===== src/rtl/ifu_fetch.sv =====
`default_nettype none
// ============================================================================
// Module      : ifu_fetch
// Description : Instruction fetch stage for the single-issue RV64 core.
//               Owns the PC and issues one instruction-memory request at a
//               time. It holds each returned instruction for decode and then
//               computes the next PC from the decoder's branch code.
// Ports       :
//   clk, rst              clock / synchronous active-high reset
//   imem_req_*            request channel (valid/ready, address = pc)
//   imem_resp_*           response channel (valid only, honoured in WAIT)
//   inst_valid/ready      decode handshake; inst, inst_pc, opcode/func3/func7
//   branch, imm, rs1_val  next-PC controls, sampled on an inst fire
//   fetch_fault           sticky misaligned-PC fault (terminal until reset)
//   fetch_count           number of instructions handed to decode (wraps)
// Revision    : 1.0 - initial release
// ============================================================================
module ifu_fetch #(
  parameter int          ADDR_W   = 64,
  parameter logic [63:0] RESET_PC = 64'h8000_0000,
  parameter int          INST_W   = 32
) (
  input  logic              clk,
  input  logic              rst,
  output logic              imem_req_valid,
  input  logic              imem_req_ready,
  output logic [ADDR_W-1:0] imem_req_addr,
  input  logic              imem_resp_valid,
  input  logic [INST_W-1:0] imem_resp_data,
  output logic              inst_valid,
  input  logic              inst_ready,
  output logic [INST_W-1:0] inst,
  output logic [ADDR_W-1:0] inst_pc,
  output logic [6:0]        opcode,
  output logic [2:0]        func3,
  output logic [6:0]        func7,
  input  logic [2:0]        branch,
  input  logic [ADDR_W-1:0] imm,
  input  logic [ADDR_W-1:0] rs1_val,
  output logic              fetch_fault,
  output logic [63:0]       fetch_count
);

  localparam logic [1:0] S_REQ   = 2'd0;
  localparam logic [1:0] S_WAIT  = 2'd1;
  localparam logic [1:0] S_HOLD  = 2'd2;
  localparam logic [1:0] S_FAULT = 2'd3;

  localparam logic [ADDR_W-1:0] c_pc_step  = ADDR_W'(4);
  localparam logic [ADDR_W-1:0] c_lsb_mask = ~(ADDR_W'(1));

  logic [1:0]        r_state;
  logic [1:0]        w_state_nxt;
  logic [ADDR_W-1:0] r_pc;
  logic [INST_W-1:0] r_inst;
  logic [ADDR_W-1:0] r_inst_pc;
  logic [63:0]       r_count;

  logic              w_misaligned;
  logic              w_req_valid;
  logic              w_inst_valid;
  logic              w_fire;
  logic [ADDR_W-1:0] w_next_pc;

  assign w_misaligned = (r_pc[1:0] != 2'b00);

  // State register
  always_ff @(posedge clk) begin
    if (rst) begin
      r_state <= S_REQ;
    end else begin
      r_state <= w_state_nxt;
    end
  end

  // Next-state logic
  always_comb begin
    w_state_nxt = r_state;
    case (r_state)
      S_REQ: begin
        // A misaligned PC never reaches memory; it traps straight to FAULT.
        if (w_misaligned)        w_state_nxt = S_FAULT;
        else if (imem_req_ready) w_state_nxt = S_WAIT;
      end
      S_WAIT:  if (imem_resp_valid) w_state_nxt = S_HOLD;
      S_HOLD:  if (inst_ready)      w_state_nxt = S_REQ;
      default: w_state_nxt = S_FAULT;
    endcase
  end

  // Output logic
  always_comb begin
    w_req_valid  = 1'b0;
    w_inst_valid = 1'b0;
    case (r_state)
      S_REQ:   w_req_valid  = ~w_misaligned;
      S_HOLD:  w_inst_valid = 1'b1;
      default: begin
        w_req_valid  = 1'b0;
        w_inst_valid = 1'b0;
      end
    endcase
  end

  // Handshakes are masked while reset is held so nothing leaks out during the
  // reset cycle(s), whatever the state register currently holds.
  assign imem_req_valid = w_req_valid  & ~rst;
  assign inst_valid     = w_inst_valid & ~rst;
  assign w_fire         = w_inst_valid & inst_ready;

  // Next PC; all sums wrap modulo 2^ADDR_W.
  always_comb begin
    case (branch)
      3'd1:    w_next_pc = r_inst_pc + imm;
      3'd2:    w_next_pc = (rs1_val + imm) & c_lsb_mask;
      default: w_next_pc = r_inst_pc + c_pc_step;
    endcase
  end

  // Datapath registers
  always_ff @(posedge clk) begin
    if (rst) begin
      r_pc      <= RESET_PC[ADDR_W-1:0];
      r_inst    <= '0;
      r_inst_pc <= '0;
      r_count   <= '0;
    end else begin
      // Responses are only honoured in WAIT; stale ones elsewhere are dropped.
      if (r_state == S_WAIT && imem_resp_valid) begin
        r_inst    <= imem_resp_data;
        r_inst_pc <= r_pc;
      end
      if (w_fire) begin
        r_pc    <= w_next_pc;
        r_count <= r_count + 64'd1;
      end
    end
  end

  assign imem_req_addr = r_pc;
  assign inst          = r_inst;
  assign inst_pc       = r_inst_pc;
  assign opcode        = r_inst[6:0];
  assign func3         = r_inst[14:12];
  assign func7         = r_inst[31:25];
  assign fetch_fault   = (r_state == S_FAULT);
  assign fetch_count   = r_count;

endmodule
`default_nettype wire

===== config.mk =====
export PLATFORM = sky130hd
export DESIGN_NAME = ifu_fetch
export DESIGN_NICKNAME = d
export VERILOG_FILES = /design/src/rtl/ifu_fetch.sv
export SDC_FILE = /design/constraint.sdc
export NUM_CORES = 1
export LEC_CHECK = 0
export CORE_AREA = 2 2 200 202
export CTS_CLUSTER_SIZE = 40
export DETAILED_ROUTE_END_ITERATION = 12
export DIE_AREA = 0 0 202 204
export HOLD_SLACK_MARGIN = 0.05
export PLACE_DENSITY = 0.86
export SETUP_SLACK_MARGIN = 0.3
export SYNTH_ARGS = -nofsm -noshare
export SYNTH_HDL_FRONTEND = slang
export SYNTH_SLANG_ARGS = --single-unit
export TNS_END_PERCENT = 10

===== constraint.sdc =====
create_clock -name clk -period 3.4 [get_ports clk]
set_input_delay 0.68 -clock clk [delete_from_list [all_inputs] [get_ports clk]]
set_output_delay 0.68 -clock clk [all_outputs]
set_load 0.01 [all_outputs]

==> metrics.txt, run 1 <==
# TYPE chip_impl_metric gauge
chip_impl_metric{name="critPathRequiredTime",unit="ns"} 3.87
chip_impl_metric{name="synth.top_cell.area_share",unit="%"} 24.9
chip_impl_metric{name="first_global_vias",unit=""} 22500
chip_impl_metric{name="grt_pass1_wl",unit="um"} 125000
chip_impl_metric{name="powerDensity",unit="nW/um2"} 363
chip_impl_info{name="rr_startpoint",value="inst_pc[9]"} 1
chip_impl_metric{name="number_of_antenna_violations_at_the_first_check_in_global_routing",unit=""} 0
chip_impl_info{name="largest_family_of_logic_cells_by_synthesized_area",value="compound AO/OA/AOI/OAI gates"} 1
chip_impl_metric{name="cts_htree_levels",unit=""} 1
chip_impl_metric{name="post_synth_instance_area",unit="um2"} 18200
chip_impl_metric{name="area_delta_synth_final",unit="%"} 55.9
chip_impl_info{name="violations_in_the_final_reports",value="negative setup slack"} 1
chip_impl_metric{name="worstHoldPathCells",unit=""} 2
chip_impl_metric{name="synth_compound_gate_area_share",unit="%"} 26.0
chip_impl_metric{name="worstPathMaxFanout",unit=""} 4
chip_impl_metric{name="post_synth_mux_area_share",unit="%"} 0.440
chip_impl_metric{name="regToRegSetupSlack",unit="ns"} 0.14
chip_impl_metric{name="coreArea",unit="um2"} 39200
chip_impl_metric{name="timing_max_transition_violations_final",unit=""} 0
chip_impl_metric{name="net_total_in_the_final_layout",unit=""} 3612
chip_impl_info{name="crit_path_cell_trace",value="buf_8 -> ha_4 -> nand4_1 -> buf_4 -> a211oi_4 -> a31oi_4 -> a2111o_1 -> o21ba_4 -> o21a_4 -> o21a_1 -> o31a_1 -> xor2_2 -> a2111oi_2"} 1
chip_impl_metric{name="synth_area_per_cell",unit="um2"} 7.27
chip_impl_metric{name="yosys.area_share.simple",unit="%"} 24.3
chip_impl_metric{name="power.leakage",unit="nW"} 11.6
chip_impl_metric{name="largest_clock_skew_in_the_final_design",unit="ns"} 0.0315
chip_impl_metric{name="routedWlPerCell",unit="um"} 21.6
chip_impl_info{name="status",value="finished, violations left"} 1
chip_impl_info{name="synth_ff_type",value="sky130_fd_sc_hd__dfxtp_1"} 1
chip_impl_metric{name="pin_count_of_the_biggest_net_entering_global_routing",unit=""} 106
chip_impl_metric{name="floorplan.io_pins",unit=""} 412
chip_impl_metric{name="timing.reg2reg.worst_path_depth",unit=""} 12
chip_impl_info{name="critical_path_source_type",value="input pin"} 1
chip_impl_metric{name="synth-edff-count",unit=""} 0
chip_impl_metric{name="grt_overflow",unit=""} 0
chip_impl_metric{name="final_area",unit="um2"} 28400
chip_impl_info{name="grt_setup_unrepaired",value="true"} 1
chip_impl_info{name="synth.cells.most_frequent",value="361 x sky130_fd_sc_hd__nand2_1, 289 x sky130_fd_sc_hd__a21oi_1, 227 x sky130_fd_sc_hd__nor2_1"} 1
chip_impl_metric{name="yosysUniqueCellTypes",unit=""} 83
chip_impl_metric{name="slowest_stage_delay_cp",unit="ns"} 0.54
chip_impl_metric{name="post_synth_fa_ha_maj_area_fraction",unit="%"} 9.23
chip_impl_metric{name="final_critical_path_setup_slack",unit="ns"} -0.111
chip_impl_metric{name="worst_ep_arrival_time",unit="ns"} 3.98
chip_impl_metric{name="portBuffers",unit=""} 411
chip_impl_metric{name="row_count",unit=""} 73
chip_impl_info{name="min_delay_worst_endpoint",value="inst[15]"} 1
chip_impl_info{name="cts_tree",value="done"} 1
chip_impl_metric{name="drive_gt1_share",unit="%"} 22.9
chip_impl_metric{name="die_height",unit="um"} 204
chip_impl_metric{name="first_iter_violations",unit=""} 2343
chip_impl_metric{name="clock_insertion_delay_worst_skew",unit="ns"} 0.59
chip_impl_metric{name="synthesis.nets",unit=""} 2803
chip_impl_metric{name="groute.usage.overall",unit="%"} 38.2
chip_impl_metric{name="count_of_clock_tree_sinks",unit=""} 226
chip_impl_info{name="hold_path_class",value="flip-flop to flip-flop"} 1
chip_impl_metric{name="totalWireLength",unit="um"} 83300
chip_impl_info{name="rr_endpoint",value="imem_req_addr[59]"} 1
chip_impl_info{name="yosys.cell_count.top_type",value="sky130_fd_sc_hd__nand2_1"} 1
chip_impl_metric{name="placed_area",unit="um2"} 26300
chip_impl_metric{name="min_period",unit="ns"} 3.51
chip_impl_metric{name="finalWeightedCongestion",unit=""} 0.993
chip_impl_metric{name="yosysSeqAreaShare",unit="%"} 24.9
chip_impl_info{name="critPathCaptureType",value="flip-flop"} 1
chip_impl_info{name="netlist.top_cell.by_area",value="sky130_fd_sc_hd__dfxtp_1"} 1
chip_impl_info{name="slowest_stage",value="sky130_fd_sc_hd__a2111o_1"} 1
chip_impl_metric{name="post-dp-hpwl",unit="um"} 62300
chip_impl_metric{name="floorplan.initialDensity",unit="%"} 46.4
chip_impl_metric{name="synth-warning-count",unit=""} 0
chip_impl_info{name="hold_path_startpoint",value="inst[15]"} 1
chip_impl_metric{name="post_detailed_route_drc_marker_count",unit=""} 0
chip_impl_metric{name="dieArea",unit="um2"} 41200
chip_impl_info{name="crit_type",value="input pin to flip-flop"} 1
chip_impl_metric{name="fp.dieW",unit="um"} 202
chip_impl_metric{name="post_synthesis_xor_xnor_area_fraction",unit="%"} 10.0
chip_impl_metric{name="dp_slack",unit="ns"} -1.14
chip_impl_metric{name="achievable-frequency",unit="GHz"} 0.285
chip_impl_metric{name="synth-async-reset-ratio",unit="%"} 0
chip_impl_metric{name="hold_slack",unit="ns"} 0.459
chip_impl_metric{name="synth_cells",unit=""} 2502
chip_impl_metric{name="timing_worst_slew_pin_value",unit="ns"} 0.833
chip_impl_metric{name="cts_buffers",unit=""} 27
chip_impl_metric{name="route.vias.total",unit=""} 23200
chip_impl_metric{name="dr.pass1.iters",unit=""} 6
chip_impl_metric{name="post-route-period-util",unit="%"} 103
chip_impl_metric{name="final_hold_viol_count",unit=""} 0
chip_impl_metric{name="drt.antenna.violating_nets",unit=""} 0
chip_impl_info{name="synth.top_cells.by_area",value="sky130_fd_sc_hd__dfxtp_1 25%, sky130_fd_sc_hd__ha_1 9.0%, sky130_fd_sc_hd__a21oi_1 8.0%, sky130_fd_sc_hd__nand2_1 7.4%, sky130_fd_sc_hd__xor2_1 5.2%"} 1
chip_impl_metric{name="flop_and_latch_count_out_of_synthesis",unit=""} 226
chip_impl_info{name="clock_tree.root_cell",value="sky130_fd_sc_hd__clkbuf_16"} 1
chip_impl_metric{name="setup_violations",unit=""} 2
chip_impl_metric{name="worst_case_vdd_ir_drop",unit="uV"} 397
chip_impl_metric{name="worst_slew_margin_rel",unit="%"} 44.5
chip_impl_metric{name="routed_via_density",unit=""} 6.03
chip_impl_metric{name="antennaDiodeCount",unit=""} 0
chip_impl_metric{name="totalPowerFinal",unit="mW"} 10.3
chip_impl_metric{name="cap_viol_max_count",unit=""} 0
chip_impl_metric{name="clock_path_buffers",unit=""} 3
chip_impl_metric{name="path_clk_slew",unit="ns"} 0.07
==> placed cells by master, fill, tap and decap left out, types with 98 or more instances in the layout <==
| cell type | instances |
|---|---|
| sky130_fd_sc_hd__buf_4 | 516 |
| sky130_fd_sc_hd__a21oi_1 | 262 |
| sky130_fd_sc_hd__dfxtp_1 | 226 |
| sky130_fd_sc_hd__ha_1 | 98 |
| sky130_fd_sc_hd__clkdlybuf4s50_1 | 362 |
| sky130_fd_sc_hd__xnor2_1 | 98 |
| sky130_fd_sc_hd__nand2_1 | 358 |
| sky130_fd_sc_hd__xor2_1 | 106 |
| sky130_fd_sc_hd__o21ai_0 | 106 |
| sky130_fd_sc_hd__nor2_1 | 221 |
==> area by class of cell <==
type / count / area (um2)
multi-input cells: 2047 / 13800
clock buffers: 35 / 756
well taps: 525 / 657
inverters: 71 / 267
repair buffers: 938 / 8140
fillers: 3002 / 10800
flip-flops and latches: 226 / 4520
clock inverters: 14 / 186
==> where the power goes <==
group	leakage (nW)	switching, mW	internal, mW
clock	0.442	1.32	1.81
sequential	1.83	0.254	2.88
combinational	9.29	2.16	1.88
==> worst max path at each step <==
stage	from	to	slack (ns)	depth (start not counted)
final	imm[14]	imem_req_addr[56]	-0.11	13
after floorplan	imm[15]	imem_req_addr[60]	0.17	12
after detailed placement	imm[9]	imem_req_addr[55]	-1.14	15
after global routing	rs1_val[9]	imem_req_addr[56]	-0.17	13
after CTS	rs1_val[7]	imem_req_addr[60]	-0.01	12
after global placement	imm[9]	imem_req_addr[55]	-1.16	15
==> worst max-delay path, delay by kind of cell <==
family / cells / cell delay (ns)
simple gates: 1 / 0.23
buf+inv: 2 / 0.33
compound gates: 8 / 2.24
xor+xnor: 1 / 0.19
fa+ha+maj: 1 / 0.29
==> per-layer routing <==
metal / global-route usage, % / vias up / share of wire (%)
met2: 64.7 / 1349 / 46
met5: 0 / - / 0
met3: 5.93 / 284 / 9.1
met1: 48.4 / 11000 / 40
met4: 16.0 / 0 / 5.2
li1: - / 10600 / -
==> metrics by stage <==
step	utilization, %	instances	setup TNS (ns)
after floorplan	-	2502	0
after global placement	67.1	3786	-30.59
after detailed placement	67.1	3786	-32.44
after CTS	71.1	3844	-0.0145
after global routing	72.4	3856	-0.285
final	72.4	3856	-0.203
==> cell families after synthesis <==
group	Yosys count
flip-flops	226
XOR/XNOR	208
AO/OA/AOI/OAI	744
buffers and inverters	229
AND/OR/NAND/NOR	954
multiplexers	8
adder cells (fa/ha/maj)	133
==> flip-flops by register name, summed over array words and instances (netlist names) <==
signal	cells
fetch_count	64
r_state	2
inst_pc	64
inst	32
imem_req_addr	64
==> repair_timing <==
item | 4_1_cts | 5_1_grt
endpoints found under the hold margin | 0 | 0
gates resized for setup | 143 | 144
endpoints found under the setup margin | 44 | 46
pin swaps | 42 | 56
buffers inserted | 9 | 12
hold buffers | 0 | 0
No activity file was read; power rests on OpenSTA's default activity.
==> run 2, diff against run 1 <==
--- a/config.mk
+++ b/config.mk
@@ -5,10 +5,10 @@
 export SDC_FILE = /design/constraint.sdc
 export NUM_CORES = 1
 export LEC_CHECK = 0
-export CORE_AREA = 2 2 200 202
+export CORE_AREA = 2 2 231 176
 export CTS_CLUSTER_SIZE = 40
 export DETAILED_ROUTE_END_ITERATION = 12
-export DIE_AREA = 0 0 202 204
+export DIE_AREA = 0 0 233 178
 export HOLD_SLACK_MARGIN = 0.05
 export PLACE_DENSITY = 0.86
 export SETUP_SLACK_MARGIN = 0.3
==> run 2 against run 1 <==
Net effect: the run now ends clean; fmax rose by 3.7%; power fell by 1.6%; hold slack got worse by 0.016 ns; critical path depth is 2 higher; global-route usage rose by 0.28 points; core utilization up 1.5 points; final cell count increased by 0.54%; highest routed layer is now met5.
==> metrics.txt, run 2 (synthesis results as in run 1) <==
# TYPE chip_impl_metric gauge
chip_impl_metric{name="worst_case_vdd_ir_drop",unit="uV"} 253
chip_impl_metric{name="cp.buffers_inverters",unit=""} 4
chip_impl_metric{name="final_hold_viol_count",unit=""} 0
chip_impl_metric{name="totalPowerFinal",unit="mW"} 10.1
chip_impl_metric{name="cell_internal_pwr",unit="mW"} 6.43
chip_impl_metric{name="area_delta_synth_final",unit="%"} 59.1
chip_impl_metric{name="routed_via_density",unit=""} 6.08
chip_impl_info{name="slowest_stage",value="sky130_fd_sc_hd__a2111o_1"} 1
chip_impl_info{name="cts_tree",value="done"} 1
chip_impl_metric{name="floorplan.io_pins",unit=""} 412
chip_impl_metric{name="timing_worst_slew_pin_value",unit="ns"} 0.706
chip_impl_metric{name="post_detailed_route_drc_marker_count",unit=""} 0
chip_impl_metric{name="die_height",unit="um"} 178
chip_impl_info{name="hold_path_startpoint",value="rst"} 1
chip_impl_metric{name="finalWeightedCongestion",unit=""} 1.03
chip_impl_metric{name="grt_pass1_wl",unit="um"} 126000
chip_impl_metric{name="count_of_clock_tree_sinks",unit=""} 226
chip_impl_metric{name="largest_clock_skew_in_the_final_design",unit="ns"} 0.0109
chip_impl_info{name="hold_path_class",value="input pin to flip-flop"} 1
chip_impl_metric{name="layout.filler_cells",unit=""} 2872
chip_impl_metric{name="clock_insertion_delay_worst_skew",unit="ns"} 0.56
chip_impl_metric{name="route.vias.total",unit=""} 23600
chip_impl_info{name="status",value="complete, no violations"} 1
chip_impl_metric{name="timing_max_transition_violations_final",unit=""} 0
chip_impl_metric{name="powerDensity",unit="nW/um2"} 350
chip_impl_metric{name="grt_overflow",unit=""} 0
chip_impl_metric{name="path_clk_slew",unit="ns"} 0.07
chip_impl_metric{name="pin_count_of_the_biggest_net_entering_global_routing",unit=""} 134
chip_impl_info{name="timing.critical_path.max_delay_family",value="compound AO/OA/AOI/OAI gates"} 1
chip_impl_info{name="crit_path_cell_trace",value="buf_4 -> ha_4 -> buf_6 -> nand3_2 -> a211oi_2 -> a31oi_1 -> buf_4 -> a2111o_1 -> o21ba_4 -> o21a_4 -> buf_6 -> o21a_1 -> o41a_2 -> mux2i_1 -> a311oi_1"} 1
chip_impl_metric{name="row_count",unit=""} 63
chip_impl_metric{name="tns",unit="ns"} 0
chip_impl_metric{name="worst_ep_arrival_time",unit="ns"} 3.85
chip_impl_metric{name="cts_htree_levels",unit=""} 1
chip_impl_metric{name="clock_path_buffers",unit=""} 3
chip_impl_info{name="final_common_cell",value="sky130_fd_sc_hd__buf_4"} 1
chip_impl_metric{name="netSwitchingFraction",unit="%"} 36.6
chip_impl_metric{name="final_standard_cell_utilization_of_the_core",unit="%"} 73.9
chip_impl_info{name="critical_path_source_type",value="input pin"} 1
chip_impl_metric{name="portBuffers",unit=""} 411
chip_impl_metric{name="layoutNonFillerInstCount",unit=""} 3877
chip_impl_metric{name="drt.antenna.violating_nets",unit=""} 0
chip_impl_info{name="crit_type",value="input pin to flip-flop"} 1
chip_impl_metric{name="number_of_antenna_violations_at_the_first_check_in_global_routing",unit=""} 2
chip_impl_metric{name="coreArea",unit="um2"} 39200
chip_impl_metric{name="critPathRequiredTime",unit="ns"} 3.86
chip_impl_metric{name="slowest_stage_delay_cp",unit="ns"} 0.50
chip_impl_metric{name="floorplan.initialDensity",unit="%"} 46.4
chip_impl_metric{name="cap_viol_max_count",unit=""} 0
chip_impl_metric{name="drive_gt1_share",unit="%"} 25.8
chip_impl_metric{name="worst_slew_margin_rel",unit="%"} 52.9
chip_impl_metric{name="post-dp-hpwl",unit="um"} 62700
chip_impl_metric{name="groute.usage.overall",unit="%"} 38.5
chip_impl_metric{name="antennaDiodeCount",unit=""} 0
chip_impl_metric{name="post-route-period-util",unit="%"} 99.6
chip_impl_metric{name="setup_violations",unit=""} 0
chip_impl_metric{name="power.net_switching",unit="mW"} 3.71
chip_impl_metric{name="achievable-frequency",unit="GHz"} 0.295
chip_impl_metric{name="totalWireLength",unit="um"} 84500
chip_impl_info{name="critPathLaunch",value="imm[7]"} 1
chip_impl_metric{name="fp.dieW",unit="um"} 233
chip_impl_metric{name="power.leakage",unit="nW"} 11.6
chip_impl_metric{name="first_iter_violations",unit=""} 2365
chip_impl_metric{name="routedWlPerCell",unit="um"} 21.8
chip_impl_metric{name="power_frac_seq",unit="%"} 31.1
chip_impl_metric{name="net_total_in_the_final_layout",unit=""} 3642
chip_impl_metric{name="hold_slack",unit="ns"} 0.443
chip_impl_metric{name="worstPathMaxFanout",unit=""} 5
chip_impl_metric{name="dpl.cell_count",unit=""} 3804
chip_impl_metric{name="cts_buffers",unit=""} 24
chip_impl_info{name="critPathCaptureType",value="flip-flop"} 1
chip_impl_info{name="clock_tree.root_cell",value="sky130_fd_sc_hd__clkbuf_16"} 1
chip_impl_metric{name="dieArea",unit="um2"} 41500
chip_impl_metric{name="dr.pass1.iters",unit=""} 7
chip_impl_info{name="grt_setup_unrepaired",value="true"} 1
chip_impl_metric{name="power.share.clock",unit="%"} 27.6
chip_impl_metric{name="min_period",unit="ns"} 3.39
chip_impl_info{name="mostFrequentLayoutCells",value="538 x sky130_fd_sc_hd__buf_4, 353 x sky130_fd_sc_hd__nand2_1, 339 x sky130_fd_sc_hd__clkdlybuf4s50_1"} 1
chip_impl_info{name="rr_startpoint",value="inst_pc[9]"} 1
chip_impl_metric{name="power.share.combinational",unit="%"} 41.3
chip_impl_metric{name="first_global_vias",unit=""} 22500
==> run 2: cell count changes in the layout (fill, tap and decap cells not counted), sizes merged <==
cell	delta
inv	-1
dlymetal6s2s	-6
dlygate4sd2	+16
clkbuf	-15
clkdlybuf4s50	-23
buf	+53
clkinvlp	-3
clkdlybuf4s15	+3
clkinv	+2
==> run 2: power groups by stage <==
stage	Sequential (mW)	Clock, mW	Combinational, mW
finish	3.15	2.80	4.19
detailed placement	3.19	0	3.75
floorplan	3.22	0	1.70
global route	3.16	2.91	4.44
CTS	3.13	2.82	3.95
global placement	3.18	0	3.68
==> run 2: layout make-up <==
class | instances | area (um2) | area share [%]
inverters | 71 | 267 | 0.921
clock buffers | 30 | 643 | 2.22
repair buffers | 971 | 8380 | 29.0
flip-flops and latches | 226 | 4530 | 15.6
clock inverters | 12 | 154 | 0.532
multi-input cells | 2047 | 14300 | 49.5
well taps | 520 | 651 | 2.25
==> run 2: path summary, 6_finish.rpt <==
| check | endpoint | slack [ns] | cells after the start |
|---|---|---|---|
| max | imem_req_addr[60] | 0.01 | 15 |
| min | fetch_count[7] | 0.44 | 2 |
| max reg2reg | imem_req_addr[57] | 0.21 | 13 |
| min reg2reg | inst[22] | 0.45 | 2 |
==> run 2: stage by stage <==
step | area [um2] | worst slack, ns
2_1_floorplan | 18300 | 0.173
3_3_place_gp | 26400 | -1.06
3_5_place_dp | 26400 | -1.11
4_1_cts | 28200 | 0.134
5_1_grt | 28900 | -0.0666
6_report | 28900 | 0.0146
==> run 2: repair_timing <==
action,CTS,global route
endpoints found under the setup margin,43,37
buffers inserted,25,6
pin swaps,72,67
gates resized for setup,330,128
cloned,0,0
hold buffers,0,0
==> run 2: metal layers <==
layer	GRT usage (%)	up-vias	wire (um)
li1	-	10700	-
met1	49.5	11100	33600
met2	62.0	1484	37200
met3	8.33	318	9420
met4	16.9	2	4240
met5	0	-	7
==> run 2: worst register-to-register path: cells and delay by family, from the launching register on <==
family,cells,cell delay [ns]
simple gates,1,0.24
buf+inv,2,0.35
compound gates,9,1.86
flops,1,0.34
fa+ha+maj,1,0.33
